File: config.mk
export PLATFORM = sky130hd
export DESIGN_NAME = serial_adder
export DESIGN_NICKNAME = d
export VERILOG_FILES = /design/src/rtl/serial_adder_pkg.sv /design/src/rtl/full_adder.sv /design/src/rtl/serial_adder.sv
export SDC_FILE = /design/constraint.sdc
export NUM_CORES = 1
export LEC_CHECK = 0
export CORE_MARGIN = 3
export CORE_UTILIZATION = 49
export DETAILED_ROUTE_END_ITERATION = 16
export PLACE_DENSITY = 0.79
export SLEW_MARGIN = 10
export SYNTH_ARGS = -nofsm -noshare
export SYNTH_HDL_FRONTEND = slang
export SYNTH_SLANG_ARGS = --single-unit
export TNS_END_PERCENT = 20
File: constraint.sdc
create_clock -name clk -period 1.52 [get_ports clk]
set_input_delay 0.38 -clock clk [delete_from_list [all_inputs] [get_ports clk]]
set_output_delay 0.38 -clock clk [all_outputs]
set_load 0.05 [all_outputs]
File: src/rtl/serial_adder_pkg.sv
// ---------------------------------------------------------------------------
// serial_adder_pkg
// Shared definitions for the sequential ALU blocks. Any block that walks
// through an idle / running / finished sequence uses the same state
// encoding, so state values read the same way across designs.
//
// Contents:
//   aluState_e : IDLE = 2'd0, RUN = 2'd1, DONE = 2'd2
// ---------------------------------------------------------------------------
package serial_adder_pkg;

  typedef enum logic [1:0] {
    IDLE = 2'd0,
    RUN  = 2'd1,
    DONE = 2'd2
  } aluState_e;

endpackage

File: src/rtl/full_adder.sv
// ---------------------------------------------------------------------------
// full_adder
// Single-bit full adder. This is the only arithmetic element of the serial
// adder, which reuses it once per clock.
//
// Ports:
//   i_a, i_b : operand bits
//   i_cin    : carry in
//   o_sum    : sum bit
//   o_cout   : carry out
// ---------------------------------------------------------------------------
module full_adder (
  input  logic i_a,
  input  logic i_b,
  input  logic i_cin,
  output logic o_sum,
  output logic o_cout
);

  // Plain gate-level sum and carry, so no "+" ends up on the datapath.
  assign o_sum  = i_a ^ i_b ^ i_cin;
  assign o_cout = (i_a & i_b) | (i_cin & (i_a ^ i_b));

endmodule

File: src/rtl/serial_adder.sv
// ---------------------------------------------------------------------------
// serial_adder
// Bit-serial adder. It adds one bit pair per clock, LSB first, through a
// single full_adder. A WIDTH-bit addition takes WIDTH clocks after the
// start edge. The result registers change only when a computation
// completes, and they hold their value while the next one runs.
//
// Ports:
//   clk      : clock, rising edge
//   rst      : synchronous active-high reset
//   start    : begin an addition (honoured in IDLE or DONE, ignored in RUN)
//   A, B     : WIDTH-bit operands, latched on the start edge
//   Cin      : carry into bit 0, latched on the start edge
//   Sum      : registered WIDTH-bit result
//   Cout     : carry out of bit WIDTH-1
//   Overflow : two's-complement overflow (carry into MSB ^ carry out of MSB)
//   busy     : high while the state is RUN
//   done     : one-cycle pulse while the state is DONE
// ---------------------------------------------------------------------------
module serial_adder
  import serial_adder_pkg::*;
#(
  parameter int WIDTH = 4
) (
  input  logic             clk,
  input  logic             rst,
  input  logic             start,
  input  logic [WIDTH-1:0] A,
  input  logic [WIDTH-1:0] B,
  input  logic             Cin,
  output logic [WIDTH-1:0] Sum,
  output logic             Cout,
  output logic             Overflow,
  output logic             busy,
  output logic             done
);

  localparam int CNTW = $clog2(WIDTH) + 1;

  aluState_e        r_state;
  aluState_e        w_next;
  logic             w_load;
  logic             w_step;
  logic             w_last;

  logic [WIDTH-1:0] r_a;
  logic [WIDTH-1:0] r_b;
  logic [WIDTH-2:0] r_res;
  logic             r_carry;
  logic [CNTW-1:0]  r_cnt;

  logic [WIDTH-1:0] r_sum;
  logic             r_cout;
  logic             r_ovf;

  logic             w_s;
  logic             w_c;
  logic [WIDTH-1:0] w_resNext;

  // One shared bit-slice adder, fed from the low ends of the operand shift
  // registers and the carry flip-flop.
  full_adder u_fa (
    .i_a    (r_a[0]),
    .i_b    (r_b[0]),
    .i_cin  (r_carry),
    .o_sum  (w_s),
    .o_cout (w_c)
  );

  // The result shifter stores only WIDTH-1 bits. On the final step the
  // current sum bit becomes the MSB of the completed word directly, so no
  // stored bit goes unused.
  assign w_resNext = {w_s, r_res};

  // The counter starts at 0 on the start edge, so the step that sees
  // WIDTH-1 is the last bit pair.
  assign w_last = (r_cnt == CNTW'(WIDTH - 1));

  // State register. Reset wins over everything else, including a start
  // request in the same cycle.
  always_ff @(posedge clk) begin
    if (rst) begin
      r_state <= IDLE;
    end else begin
      r_state <= w_next;
    end
  end

  // Next-state and control decode. IDLE and DONE both accept start, which
  // lets back-to-back additions run with no dead cycle between them.
  // RUN ignores start completely.
  always_comb begin
    w_next = r_state;
    w_load = 1'b0;
    w_step = 1'b0;
    case (r_state)
      IDLE: begin
        if (start) begin
          w_load = 1'b1;
          w_next = RUN;
        end
      end
      RUN: begin
        w_step = 1'b1;
        if (w_last) begin
          w_next = DONE;
        end
      end
      DONE: begin
        if (start) begin
          w_load = 1'b1;
          w_next = RUN;
        end else begin
          w_next = IDLE;
        end
      end
      default: begin
        w_next = IDLE;
      end
    endcase
  end

  // Datapath. A start latches the operands and carry and clears the
  // counter. Each RUN step shifts the operands right by one bit, captures
  // the carry and shifts the sum bit in from the top. The visible result
  // registers load only on the last step.
  // Overflow compares the carry into the MSB (still held in r_carry at
  // that point) with the carry out of the MSB.
  always_ff @(posedge clk) begin
    if (rst) begin
      r_a     <= '0;
      r_b     <= '0;
      r_res   <= '0;
      r_carry <= 1'b0;
      r_cnt   <= '0;
      r_sum   <= '0;
      r_cout  <= 1'b0;
      r_ovf   <= 1'b0;
    end else if (w_load) begin
      r_a     <= A;
      r_b     <= B;
      r_carry <= Cin;
      r_cnt   <= '0;
    end else if (w_step) begin
      r_a     <= r_a >> 1;
      r_b     <= r_b >> 1;
      r_carry <= w_c;
      r_res   <= w_resNext[WIDTH-1:1];
      r_cnt   <= r_cnt + CNTW'(1);
      if (w_last) begin
        r_sum  <= w_resNext;
        r_cout <= w_c;
        r_ovf  <= r_carry ^ w_c;
      end
    end
  end

  assign Sum      = r_sum;
  assign Cout     = r_cout;
  assign Overflow = r_ovf;
  assign busy     = (r_state == RUN);
  assign done     = (r_state == DONE);

endmodule

Word level (Yosys, flattened, before mapping)
Cells that the tools add are included.
Widths: inputs -> output; s select.
Storage, ports and cells
  register bits after elaboration: 23
  bits in latches: 0
  memory bits (writable): 0
  memory bits (read-only): 0
  input bits: 12
  output and inout port bits: 8
  logic and storage cells: 42
  memories kept: 0
Cells by class
  add/subtract/negate cells: 1
  $mul: 0
  divide/modulo/power cells: 0
  magnitude comparators: 0
  equal/unequal tests: 5
  shifts and indexed selects: 0
  multiplexer cells: 13
  bitwise gates (word level): 7
  reductions and logical operators: 7
Operators with widths (count)
  $mux 4: 4
  $mux 1: 6
  $pmux 2 s3: 1
  $mux 2: 2
  $reduce_and 2->1: 2
  $reduce_or 2->1: 2
  $add 3x1->3 const B: 1
  $eq 3x2->1 const B: 1
  $reduce_and 3->1: 1
  $xor 1x1->1: 3
  $and 1x1->1: 2
  $eq 2x1->1 const B: 1
  $eq 2x2->1 const B: 1
  $logic_not 2->1: 1
  $ne 2x1->1 const B: 1
  $ne 2x2->1 const B: 1
  $reduce_bool 2->1: 1
  $not 1->1: 1
  $or 1x1->1: 1

Depth between registers and ports, before layout
  depth in word-level cells: 5
  mapped depth: 6
  depth with buffers taken out: 5

Cells and area by module
Synthesis repeated with hierarchy kept, for this count alone.
Unflattened totals
  cell total of the unflattened synthesis: 106
  area, all modules: 978.4 sq um
Modules (own cells, without submodules)
  serial_adder: times used 1, cells each 105, area each 958.4 sq um, sequential area each 460.4 sq um
  full_adder: times used 1, cells each 1, area each 20.0 sq um, sequential area each 0.0 sq um

Least setup slack after synthesis
Ideal clock, no wire load.
  path type: reg2out
  start: reg r_state[0]
  end: out done
  arrival time: 1030 ps
  required time: 1140 ps
  setup slack: 110 ps
  cell stages (with the launch flop): 2
  path buffers: 0
  path through: dfxtp_1 > nor2b_1
On the way
  longest elaborated chain between the ends: 1
RTL lines
  start: declaration: RTL line serial_adder.sv:40  | aluState_e r_state;
  start signal: assignment: RTL line serial_adder.sv:85  | r_state <= w_next;
  $eq 2x2->1: RTL line serial_adder.sv:162  | assign done = (r_state == DONE);
  end: declaration: RTL line serial_adder.sv:35  | output logic done
No other way between the ends.

Worst setup path in the final report
  start: reg r_state[1]
  end: out busy
On the way
  longest elaborated chain between the ends: 1
RTL lines
  $eq 2x1->1: RTL line serial_adder.sv:161  | assign busy = (r_state == RUN);
  end: declaration: RTL line serial_adder.sv:34  | output logic busy,
No other way between the ends.

==> run metrics <==
Worst-path clk slew=0.13 ns; R2R Setup Slk=0.15 ns; number of core rows=15; routed len/inst=13.53 µm; r2r endpoint=r_cnt[2]$_SDFFE_PP0P_; final RePlAce weighted congestion=0.7589; outcome=complete, no violations; Mapped Nets=121; H-tree levels=1; Clk Latency, worst-skew pair=0.31 ns; HP Start=r_res[0]$_SDFFE_PP0P_; Nets=147; Peak VDD IR=0.0007614 V; register area share after synthesis=0.4706; RSZ-0062 raised after global routing=no; Synth Cell Area=978.4 µm²; crit path DAT=1.06 ns; synthesis-to-finish area growth=37.98%; Final ANT Viol Nets=0; Slew Viols, Final=0; element type at the critical path start=register; instance count of the mapped netlist=106; Synth cell types=28; initial antenna violation count=0; ratio of cells with drive above 1 in the final layout=0.2519; Crit Path Class=register to output pin; Util after Layout=0.7493; CTS tree=built; total track usage=0.1900; Worst path max stage delay=0.34 ns; worst r2r src=r_state[1]$_SDFFE_PP0P_; post-DR vias/cell=5.372; Fill cells=144; Root Buffer=clkbuf_4; Post-synth EDFFs=0; DRC Markers=0; worst setup margin=0.07994 ns; n_diodes=0; die area=2569 µm²; Final Hold Fails=0; TritonRoute pass-1 iters=4; GRT overflow=0; primary flip-flop cell chosen by synthesis mapping=dfxtp_1; port bufs=19; CTS Buffer Depth=2; CP required=1.14 ns; initial drt markers=29; Max FO, Critical Path=3; HPWL after detailed placement=1564 µm; final setup violation count=0; first-pass GRT wire length=3650 µm; Setup crit end kind=output pin; Hold Path Cell Cnt=2; largest net degree at the start of global routing=24; critical path, cell by cell=nand2b_2 -> clkinv_4 -> buf_12; ys async rst share=0; commonest non-fill, non-tap cells in the layout=dfxtp_1, nand2_1, a21oi_1, clkdlybuf4s50_1; Seq cells post-synth=23; pwr/cell area=848.5 nW/µm²; WL final=2111 µm; io pins=20; total number of vias=838; end of the worst hold path=r_res[0]$_SDFFE_PP0P_; Slew @ Worst Pin=0.2685 ns; hold crit path type=register to register; setup slack after placement=-0.07082 ns; Max transition margin=0.8204; Die Width=50.69 µm; synthesized area per cell=9.231 µm²; chip height=50.69 µm; clock sinks=23; YS warnings=0; fin crit period=1.440 ns; CP max-delay cell=dfxtp_1; fmax=694.4 MHz; clk_skew=0.003389 ns; CP top delay family=flip-flops; Core Region=1802 µm²; commonest non-fill, non-tap cell in the layout=dfxtp_1; post-route clock period utilization=0.9474; Initial Util=0.5431; vias in the first global route=850; Max Cap Violations=0; number of buffers created by CTS=3; R2R cell count=6; Hold Slack=0.4700 ns; WP buf/inv=2; Leak Pwr=0.5033 nW
[cell usage after synthesis (2+ instances only)]
| master | count | area, µm² |
|---|---|---|
| a21oi_1 | 11 | 55.05 |
| a22oi_1 | 2 | 15.01 |
| a311oi_2 | 2 | 30.03 |
| buf_4 | 4 | 30.03 |
| clkbuf_1 | 3 | 11.26 |
| dfxtp_1 | 23 | 460.4 |
| ha_1 | 2 | 25.02 |
| mux2i_1 | 3 | 30.03 |
| nand2_1 | 16 | 60.06 |
| nand2_2 | 2 | 12.51 |
| nand3_1 | 8 | 40.04 |
| nor2_1 | 6 | 22.52 |
| nor2b_1 | 2 | 12.51 |
| nor3_1 | 6 | 30.03 |
| nor3_2 | 2 | 20.02 |
| o22ai_1 | 2 | 12.51 |
[layout make-up]
cell class,count,area (µm²),area share
Clock inverter,1,5.005,0.003707
Inverter,2,12.51,0.009268
Multi-Input combinational cell,73,459.2,0.3401
Sequential cell,23,461.7,0.3420
Timing Repair Buffer,29,357.8,0.2651
Clock buffer,3,22.52,0.01668
Tap cell,25,31.28,0.02317
[how the worst max path moves through the flow]
| stage | start | endpoint | slack (ns) | cells past startpoint |
|---|---|---|---|---|
| 2_1_floorplan | r_state[0]$_SDFFE_PP0P_ | done | 0.11 | 1 |
| 3_3_place_gp | start | r_a[3]$_SDFFE_PP0P_ | 0.007 | 5 |
| 3_5_place_dp | start | r_b[3]$_SDFFE_PP0P_ | -0.07 | 5 |
| 4_1_cts | r_state[1]$_SDFFE_PP0P_ | done | 0.04 | 2 |
| 5_1_grt | r_state[1]$_SDFFE_PP0P_ | busy | 0.02 | 3 |
| 6_report | r_state[1]$_SDFFE_PP0P_ | busy | 0.08 | 3 |
[stage by stage]
| stage | instance area, µm² | setup TNS (ns) | cells | power, mW |
|---|---|---|---|---|
| after CTS | 1348 | 0 | 156 | 1.156 |
| final | 1350 | 0 | 156 | 1.145 |
| after detailed placement | 1308 | -0.1968 | 151 | 0.8655 |
| after global routing | 1350 | 0 | 156 | 1.211 |
| after global placement | 1308 | 0 | 151 | 0.8572 |
| after floorplan | 978.4 | 0 | 106 | 0.7878 |
[kinds of logic after synthesis]
logic type | count (synthesis) | synth area share
AND/OR/NAND/NOR | 45 | 0.2251
flip-flops | 23 | 0.4706
AO/OA/AOI/OAI | 20 | 0.1471
buffers and inverters | 10 | 0.06265
multiplexers | 3 | 0.03069
adder cells (fa/ha/maj) | 3 | 0.04603
XOR/XNOR | 2 | 0.01791
[report_power, final]
group          internal, mW  switching [mW]  leakage, nW
Combinational         0.105           0.103        0.298
Clock                0.0985           0.186       0.0177
Sequential            0.632          0.0208        0.188
[layer usage]
metal | share of wire | GRT usage | vias up
met5 | 0 | 0 | -
met2 | 0.51 | 0.3217 | 20
li1 | - | - | 420
met4 | 0.018 | 0.1076 | 0
met1 | 0.42 | 0.2192 | 394
met3 | 0.046 | 0.04154 | 4
[worst reg2reg max path: stages, from the launching register on]
cell	delay (ns)
dfxtp_1	0.34
nand2b_2	0.20
clkinv_4	0.07
buf_4	0.17
buf_4	0.17
nor2_1	0.06
a2111oi_2	0.27
[sequential cells by signal (all words and copies together), names as in the netlist]
register / count
Cout: 1
Overflow: 1
Sum: 4
r_a: 4
r_b: 4
r_carry: 1
r_cnt: 3
r_res: 3
r_state: 2
[timing repair]
item / in CTS / in global routing
setup endpoints to repair: 1 / 1
setup buffers: 1 / 0
endpoints found under the hold margin: 0 / 0
gates resized for setup: 2 / 1
hold buffers: 0 / 0
Power figures use the tool's default switching activity.
